`config.mk`:
```
export PLATFORM = sky130hd
export DESIGN_NAME = mem_port_arbiter
export DESIGN_NICKNAME = d
export VERILOG_FILES = /design/src/rtl/mem_port_arbiter.sv
export SDC_FILE = /design/constraint.sdc
export NUM_CORES = 1
export LEC_CHECK = 0
export BUFFER_PORTS_ARGS = -buffer_cell sky130_fd_sc_hd__buf_2
export CAP_MARGIN = 15
export CORE_MARGIN = 2
export CORE_UTILIZATION = 35
export CTS_BUF_LIST = sky130_fd_sc_hd__clkbuf_8 sky130_fd_sc_hd__clkbuf_16
export CTS_CLUSTER_SIZE = 40
export DETAILED_ROUTE_END_ITERATION = 10
export SYNTH_ARGS = -nofsm -noshare
export SYNTH_HDL_FRONTEND = slang
export SYNTH_SLANG_ARGS = --single-unit
```
`constraint.sdc`:
```
create_clock -name clk -period 13.48 [get_ports clk]
set_input_delay 2.022 -clock clk [delete_from_list [all_inputs] [get_ports clk]]
set_output_delay 2.022 -clock clk [all_outputs]
set_load 0.02 [all_outputs]
```
`src/rtl/mem_port_arbiter.sv`:
```
// mem_port_arbiter: shares one memory port between instruction fetch (IF)
// and data access (D). Data wins conflicts except when IF has lost
// MAX_IF_WAIT consecutive conflicts. Responses are registered back to the
// owning requester.
// Optional build macro: ARB_TIMEOUT_EN (BUSY abort after TIMEOUT cycles).
module mem_port_arbiter #(
  parameter int unsigned ADDR_W      = 32,
  parameter int unsigned DATA_W      = 32,
  parameter int unsigned MAX_IF_WAIT = 4,
  parameter int unsigned TIMEOUT     = 64
) (
  input  logic              clk,
  input  logic              rst,
  input  logic              if_req,
  input  logic [ADDR_W-1:0] if_addr,
  output logic              if_ready,
  output logic [DATA_W-1:0] if_rdata,
  input  logic              d_req,
  input  logic              d_we,
  input  logic [1:0]        d_size,
  input  logic [ADDR_W-1:0] d_addr,
  input  logic [DATA_W-1:0] d_wdata,
  output logic              d_ready,
  output logic [DATA_W-1:0] d_rdata,
  output logic              mem_req,
  output logic              mem_we,
  output logic [1:0]        mem_size,
  output logic [ADDR_W-1:0] mem_addr,
  output logic [DATA_W-1:0] mem_wdata,
  input  logic [DATA_W-1:0] mem_rdata,
  input  logic              mem_ack,
  output logic              err
);

  typedef enum logic [1:0] {IDLE, BUSY_I, BUSY_D} state_t;

  localparam logic [3:0] MAXW = 4'(MAX_IF_WAIT);

  state_t     state, state_nxt;
  logic [3:0] wait_cnt, wait_cnt_nxt;
  logic       grant_i, grant_d, done, abort;
  logic       tmo;

`ifdef ARB_TIMEOUT_EN
  localparam int unsigned TW = $clog2(TIMEOUT + 1);
  logic [TW-1:0] tcnt;

  // BUSY cycle counter, restarted on every grant
  always_ff @(posedge clk or posedge rst) begin
    if (rst)                     tcnt <= '0;
    else if (grant_i || grant_d) tcnt <= '0;
    else if (state != IDLE)      tcnt <= tcnt + 1'b1;
  end

  assign tmo = (state != IDLE) && (tcnt == TW'(TIMEOUT - 1));
`else
  logic unused_cfg;
  assign unused_cfg = (TIMEOUT == 0);
  assign tmo        = 1'b0;
`endif

  // The port is requested for the whole time a transaction is owned
  assign mem_req = (state != IDLE);

  // State and starvation counter registers
  always_ff @(posedge clk or posedge rst) begin
    if (rst) begin
      state    <= IDLE;
      wait_cnt <= '0;
    end else begin
      state    <= state_nxt;
      wait_cnt <= wait_cnt_nxt;
    end
  end

  // Grant decision in IDLE, completion/abort in BUSY
  always_comb begin
    state_nxt    = state;
    wait_cnt_nxt = wait_cnt;
    grant_i      = 1'b0;
    grant_d      = 1'b0;
    done         = 1'b0;
    abort        = 1'b0;
    case (state)
      IDLE: begin
        if (d_req && (!if_req || wait_cnt != MAXW)) begin
          grant_d   = 1'b1;
          state_nxt = BUSY_D;
          if (if_req) wait_cnt_nxt = wait_cnt + 4'd1;
        end else if (if_req) begin
          grant_i      = 1'b1;
          state_nxt    = BUSY_I;
          wait_cnt_nxt = '0;
        end
      end
      BUSY_I, BUSY_D: begin
        if (mem_ack) begin
          done      = 1'b1;
          state_nxt = IDLE;
        end else if (tmo) begin
          abort     = 1'b1;
          state_nxt = IDLE;
        end
      end
      default: state_nxt = IDLE;
    endcase
  end

  // Capture winner onto the memory port; register responses back
  always_ff @(posedge clk or posedge rst) begin
    if (rst) begin
      mem_we    <= 1'b0;
      mem_size  <= '0;
      mem_addr  <= '0;
      mem_wdata <= '0;
      if_ready  <= 1'b0;
      if_rdata  <= '0;
      d_ready   <= 1'b0;
      d_rdata   <= '0;
      err       <= 1'b0;
    end else begin
      if_ready <= 1'b0;
      d_ready  <= 1'b0;
      err      <= abort;
      if (grant_i) begin
        mem_we    <= 1'b0;
        mem_size  <= 2'd2;
        mem_addr  <= if_addr;
        mem_wdata <= '0;
      end
      if (grant_d) begin
        mem_we    <= d_we;
        mem_size  <= d_size;
        mem_addr  <= d_addr;
        mem_wdata <= d_wdata;
      end
      if (done || abort) begin
        if (state == BUSY_I) begin
          if_ready <= 1'b1;
          if_rdata <= done ? mem_rdata : '0;
        end else begin
          d_ready <= 1'b1;
          d_rdata <= done ? mem_rdata : '0;
        end
      end
    end
  end

endmodule

```
==> results_dict.tcl, run 1 <==
set metrics [dict create \
    status "finished, final reports clean" \
    maxSlewViolCount 0 \
    syn_to_final_growth_pct 38.5 \
    antenna_found_initial 0 \
    slew_headroom_pct 34.4 \
    htreeDepth 4 \
    die_x_um 129 \
    portBuffers 269 \
    synthMostInstantiatedCell "dfrtp_1" \
    viasPerCell 4.70 \
    die_area_mm2 0.0166 \
    tritoncts "done" \
    ctsHoldBuffers 0 \
    postCtsSetupBuffers 0 \
    core_mm2 0.0153 \
    ys_ff_latch 139 \
    maxCapViolations 0 \
    hpwl_um 9550 \
    r2r_cells 4 \
    syn_area_per_cell_um2 14.7 \
    crit_path_start_kind "flop" \
    synth_top_cell_by_area "dfrtp_1" \
    ant_nets 0 \
    p_leak_nw 3.89 \
    syn_inst 371 \
    clkSinkCount 139 \
    finalSetupViolCount 0 \
    yosysWarnings 0 \
    rsz0062_at_grt "false" \
    min_to "d_rdata[8]" \
    yosysUniqueCellTypes 29 \
    synth_area_mm2 0.00547 \
    synth.area.top_cells "dfrtp_1 (64%), mux2_2 (13%), a221o_1 (5.9%)" \
    drc 0 \
    finalPower_mw 2.11 \
    grt_first_pass_wirelength_um 21000 \
    fmaxAchievable_mhz 288 \
    cts_buffers 17 \
    n_antenna_cell 0 \
    worstMarginPinSlew_ns 0.985 \
    min_path_cells 1 \
    crit_path_end_kind "primary output" \
    grt-ovfl-total 0 \
    skew_ns 0.00823 \
    path_max_fanout 7 \
    drtPass1Iterations 4 \
    hp-class "flop to flop" \
    insertion_delay_ns 0.41 \
    peakVddDrop_mv 0.111 \
    async_flop_share_pct 100 \
    synth_nets 511 \
    crit_type "flop to primary output" \
    die_h_um 129 \
    rrSetupSlack_ns 11.59 \
    root_buffer "clkbuf_16" \
    wl_um 13500 \
    synthTopCellsByCount "dfrtp_1 (139), mux2_2 (65), a22o_1 (34)" \
    layout-drive-gt1-share_pct 57.3 \
    rows 45 \
    finalNetCount 779 \
    final_hold_viol_count 0 \
    fin_crit_ns 3.47 \
    synth_top_cell_area_share_pct 63.6 \
    final.setup.tns_ns 0 \
    wl_per_cell_um 15.7 \
    gr-usage-all-layers_pct 16.2 \
    worstHoldStart "d_rdata[8]" \
    vias 4040 \
    grt_start_max_net_pins 81 \
    clkTransAtPathRegs_ns 0.05 \
    cts_buffer_depth 2 \
    gp_congestion 0.756 \
    required_ns 11.46 \
    start_util_pct 35.8 \
    io_pins 271 \
    seq_area_frac_synth_pct 63.6 \
    drt_iter0_drc 186 \
    r2r-start "state[0]" \
    cp.arrival_ns 1.45 \
    synth_edf_count 0 \
    regToRegEndpoint "state[1]" \
    power_density_mw_per_mm2 278 \
    grt_pass1_vias 4197 \
    post-route-period-util_pct 25.8 \
    ctsResizeCount 0 \
    synth_flop_cell "dfrtp_1" \
]
power by group:
group	total, mW	internal (mW)	switching (mW)
registers	0.730	0.625	0.105
clock network	0.470	0.306	0.164
logic	0.906	0.378	0.528
layout make-up:
cell class	count	area [um^2]
clock buffers	21	480
clock inverters	8	119
fillers	1376	7690
inverters	12	50.0
multi-input cells	195	1790
flip-flops and latches	139	3480
well taps	211	264
repair buffers	274	1380
routing by layer:
layer	global-route usage, %	share of wire, %	vias to the layer above
met5	0	0	-
met4	8.31	2.9	0
met3	3.99	5.4	30
met2	26.1	48	150
met1	20.4	44	1965
li1	-	-	1895
cells in the final DEF (no fill, tap or decap), drive strengths merged, types with 2 or more instances in the layout:
master / instances
o21ai: 3
buf: 274
inv: 13
nand3b: 2
nor2b: 2
dfrtp: 139
a31oi: 2
clkinvlp: 2
clkinv: 2
nand2: 5
bufinv: 3
nand3: 2
ha: 4
o22ai: 2
and2: 32
a221o: 32
a21oi: 3
clkbuf: 21
mux2: 65
a22o: 34
worst max-delay path: stages, from the launching register on:
cell and delay, ns:
dfrtp_1 0.38, inv_1 0.08, ha_1 0.35, inv_1 0.07, buf_2 0.17
registers in the layout (all words and copies together) (netlist names):
signal / flops
mem_size: 2
wait_cnt: 4
mem_addr: 32
if_rdata: 32
if_ready: 1
d_rdata: 32
mem_we: 1
mem_wdata: 32
state: 2
d_ready: 1
per-stage QoR:
stage	hold slack [ns]	utilization [%]	cells	instance area, um^2	worst slack, ns
6_report	0.495	49.6	860	7570	10.01
5_1_grt	0.511	49.6	860	7570	9.89
4_1_cts	0.498	49.6	860	7570	9.97
3_5_place_dp	0.480	45.7	831	6970	9.86
3_3_place_gp	0.482	45.7	831	6970	9.93
2_1_floorplan	0.468	-	371	5470	7.73
kinds of logic after synthesis:
group                    count (synthesis)  synth area share, %
adder cells (fa/ha/maj)                  4                0.916
flip-flops                             139                 63.6
multiplexers                            65                 13.4
buffers and inverters                   37                 3.75
AND/OR/NAND/NOR                         45                 5.11
AO/OA/AOI/OAI                           80                 13.1
other                                    1               0.0686
worst max path at each step:
| stage | endpoint | startpoint | cells after the start |
|---|---|---|---|
| floorplan | d_rdata[0] | rst | 1 |
| global placement | d_rdata[6] | rst | 3 |
| detailed placement | if_rdata[7] | rst | 3 |
| CTS | mem_req | state[0] | 4 |
| global route | mem_req | state[0] | 4 |
| finish | mem_req | state[0] | 4 |
Note: power is estimated with default switching activity, not from simulation.
==> run 2, diff against run 1 <==
==> constraint.sdc (replaced) <==
create_clock -name clk -period 3.5 [get_ports clk]
set_input_delay 0.525 -clock clk [delete_from_list [all_inputs] [get_ports clk]]
set_output_delay 0.525 -clock clk [all_outputs]
set_load 0.02 [all_outputs]
==> results_dict.tcl, run 2 (same netlist as run 1, synthesis figures left out) <==
set metrics [dict create \
    status "finished, final reports clean" \
    antenna_found_initial 0 \
    crit_path_end_kind "primary output" \
    finalSetupViolCount 0 \
    postCtsSetupBuffers 0 \
    required_ns 2.97 \
    clkTransAtPathRegs_ns 0.05 \
    die_h_um 129 \
    final_hold_viol_count 0 \
    gp_congestion 0.754 \
    critPathMostFrequentCell "inv_1" \
    viasPerCell 4.72 \
    pre_cts_ws_ns 1.48 \
    die_area_mm2 0.0166 \
    fin_crit_ns 1.98 \
    drc 0 \
    crit_path_start_kind "flop" \
    ctsHoldBuffers 0 \
    final_common_cell "buf_2" \
    vias 4082 \
    grt_util_met2_pct 28.1 \
    maxSlewViolCount 0 \
    cp.arrival_ns 1.46 \
    path_max_fanout 7 \
    critPathTopFamily "flip-flops" \
    met3_usage_pct 4.78 \
    hp-class "primary input to async pin" \
    crit_buf_inv 3 \
    start_util_pct 35.8 \
    nFillCells 1392 \
    slew_headroom_pct 48.3 \
    power_density_mw_per_mm2 1070 \
    insertion_delay_ns 0.41 \
    peakVddDrop_mv 0.499 \
    wl_per_cell_um 16.1 \
    io_pins 271 \
    final.setup.tns_ns 0 \
    fmaxAchievable_mhz 504 \
    regArea_mm2 0.00348 \
    layout_common_cells "buf_2 (269), dfrtp_1 (139), mux2_2 (65)" \
    ctsResizeCount 0 \
    cts_buffer_depth 2 \
    gr-usage-all-layers_pct 17.1 \
    p_leak_nw 3.91 \
    hold-worst-slack_ns 0.0358 \
    die_x_um 129 \
    tritoncts "done" \
    grt_first_pass_wirelength_um 21900 \
    multi_input_area_mm2 0.00179 \
    crit_chain "inv_1 -> ha_1 -> inv_1 -> buf_2" \
    finalNetCount 781 \
    maxCapViolations 0 \
    htreeDepth 4 \
    grt_pass1_vias 4252 \
    drt_iter0_drc 169 \
    syn_to_final_growth_pct 38.6 \
    rsz0062_at_grt "false" \
    grt_start_max_net_pins 81 \
    layout-drive-gt1-share_pct 57.0 \
    crit_type "flop to primary output" \
    post-route-period-util_pct 56.7 \
    grt_util_met1_pct 21.4 \
    wl_um 13900 \
    skew_ns 0.0111 \
    ant_nets 0 \
    rows 45 \
    worstMarginPinSlew_ns 0.776 \
    root_buffer "clkbuf_16" \
    hpwl_um 9720 \
    setup_ws_ns 1.52 \
    core_mm2 0.0153 \
    top_usage_layer "met2" \
    crit_path_top_delay_cell "dfrtp_1" \
    drtPass1Iterations 4 \
    n_antenna_cell 0 \
    cts_buffers 17 \
    critPathMaxStageDelay_ns 0.38 \
    clkSinkCount 139 \
    portBuffers 269 \
    grt-ovfl-total 0 \
]
run 2: final timing paths:
check	slack [ns]	from	cells after the start	end
setup / recovery	1.52	state[0]	4	mem_req
hold / removal	0.04	rst	2	mem_wdata[8]
setup reg to reg	1.54	state[0]	6	mem_addr[2]
hold reg to reg	0.49	mem_wdata[29]	1	mem_wdata[29]
max in group asynchronous	2.57	rst	3	mem_addr[21]
min in group clk	0.33	d_wdata[17]	2	mem_wdata[17]
run 2: worst reg2reg max path, stage by stage (launching register included):
cell     delay [ns]
dfrtp_1        0.38
inv_1          0.08
ha_1           0.35
o21ai_4        0.29
buf_4          0.31
and2_1         0.17
a221o_1        0.26
run 2: area by class of cell:
type,instances,share of cell area (%)
inverters,12,0.644
clock buffers,18,5.80
multi-input cells,195,23.7
flip-flops and latches,139,45.9
well taps,211,3.49
repair buffers,276,18.6
clock inverters,14,1.83
run 2: where the power goes:
part / switching (mW) / internal [mW] / leakage [nW]
sequential: 0.412 / 2.41 / 1.70
combinational: 2.04 / 1.46 / 1.90
clock: 0.643 / 1.12 / 0.309
total: 3.09 / 4.99 / 3.91
run 2: per-stage QoR:
stage	instances	total power, mW	area (um^2)	util (%)
finish	865	8.08	7570	49.6
global route	865	8.57	7570	49.6
CTS	865	8.19	7570	49.6
detailed placement	833	6.38	7000	45.8
global placement	833	6.29	7000	45.8
floorplan	371	5.19	5470	-
run 2: metal layers:
layer | part of all wire, % | routed length (um)
met5 | 0 | 0
met2 | 50 | 7040
met1 | 42 | 5880
met3 | 5.7 | 799
met4 | 1.6 | 228
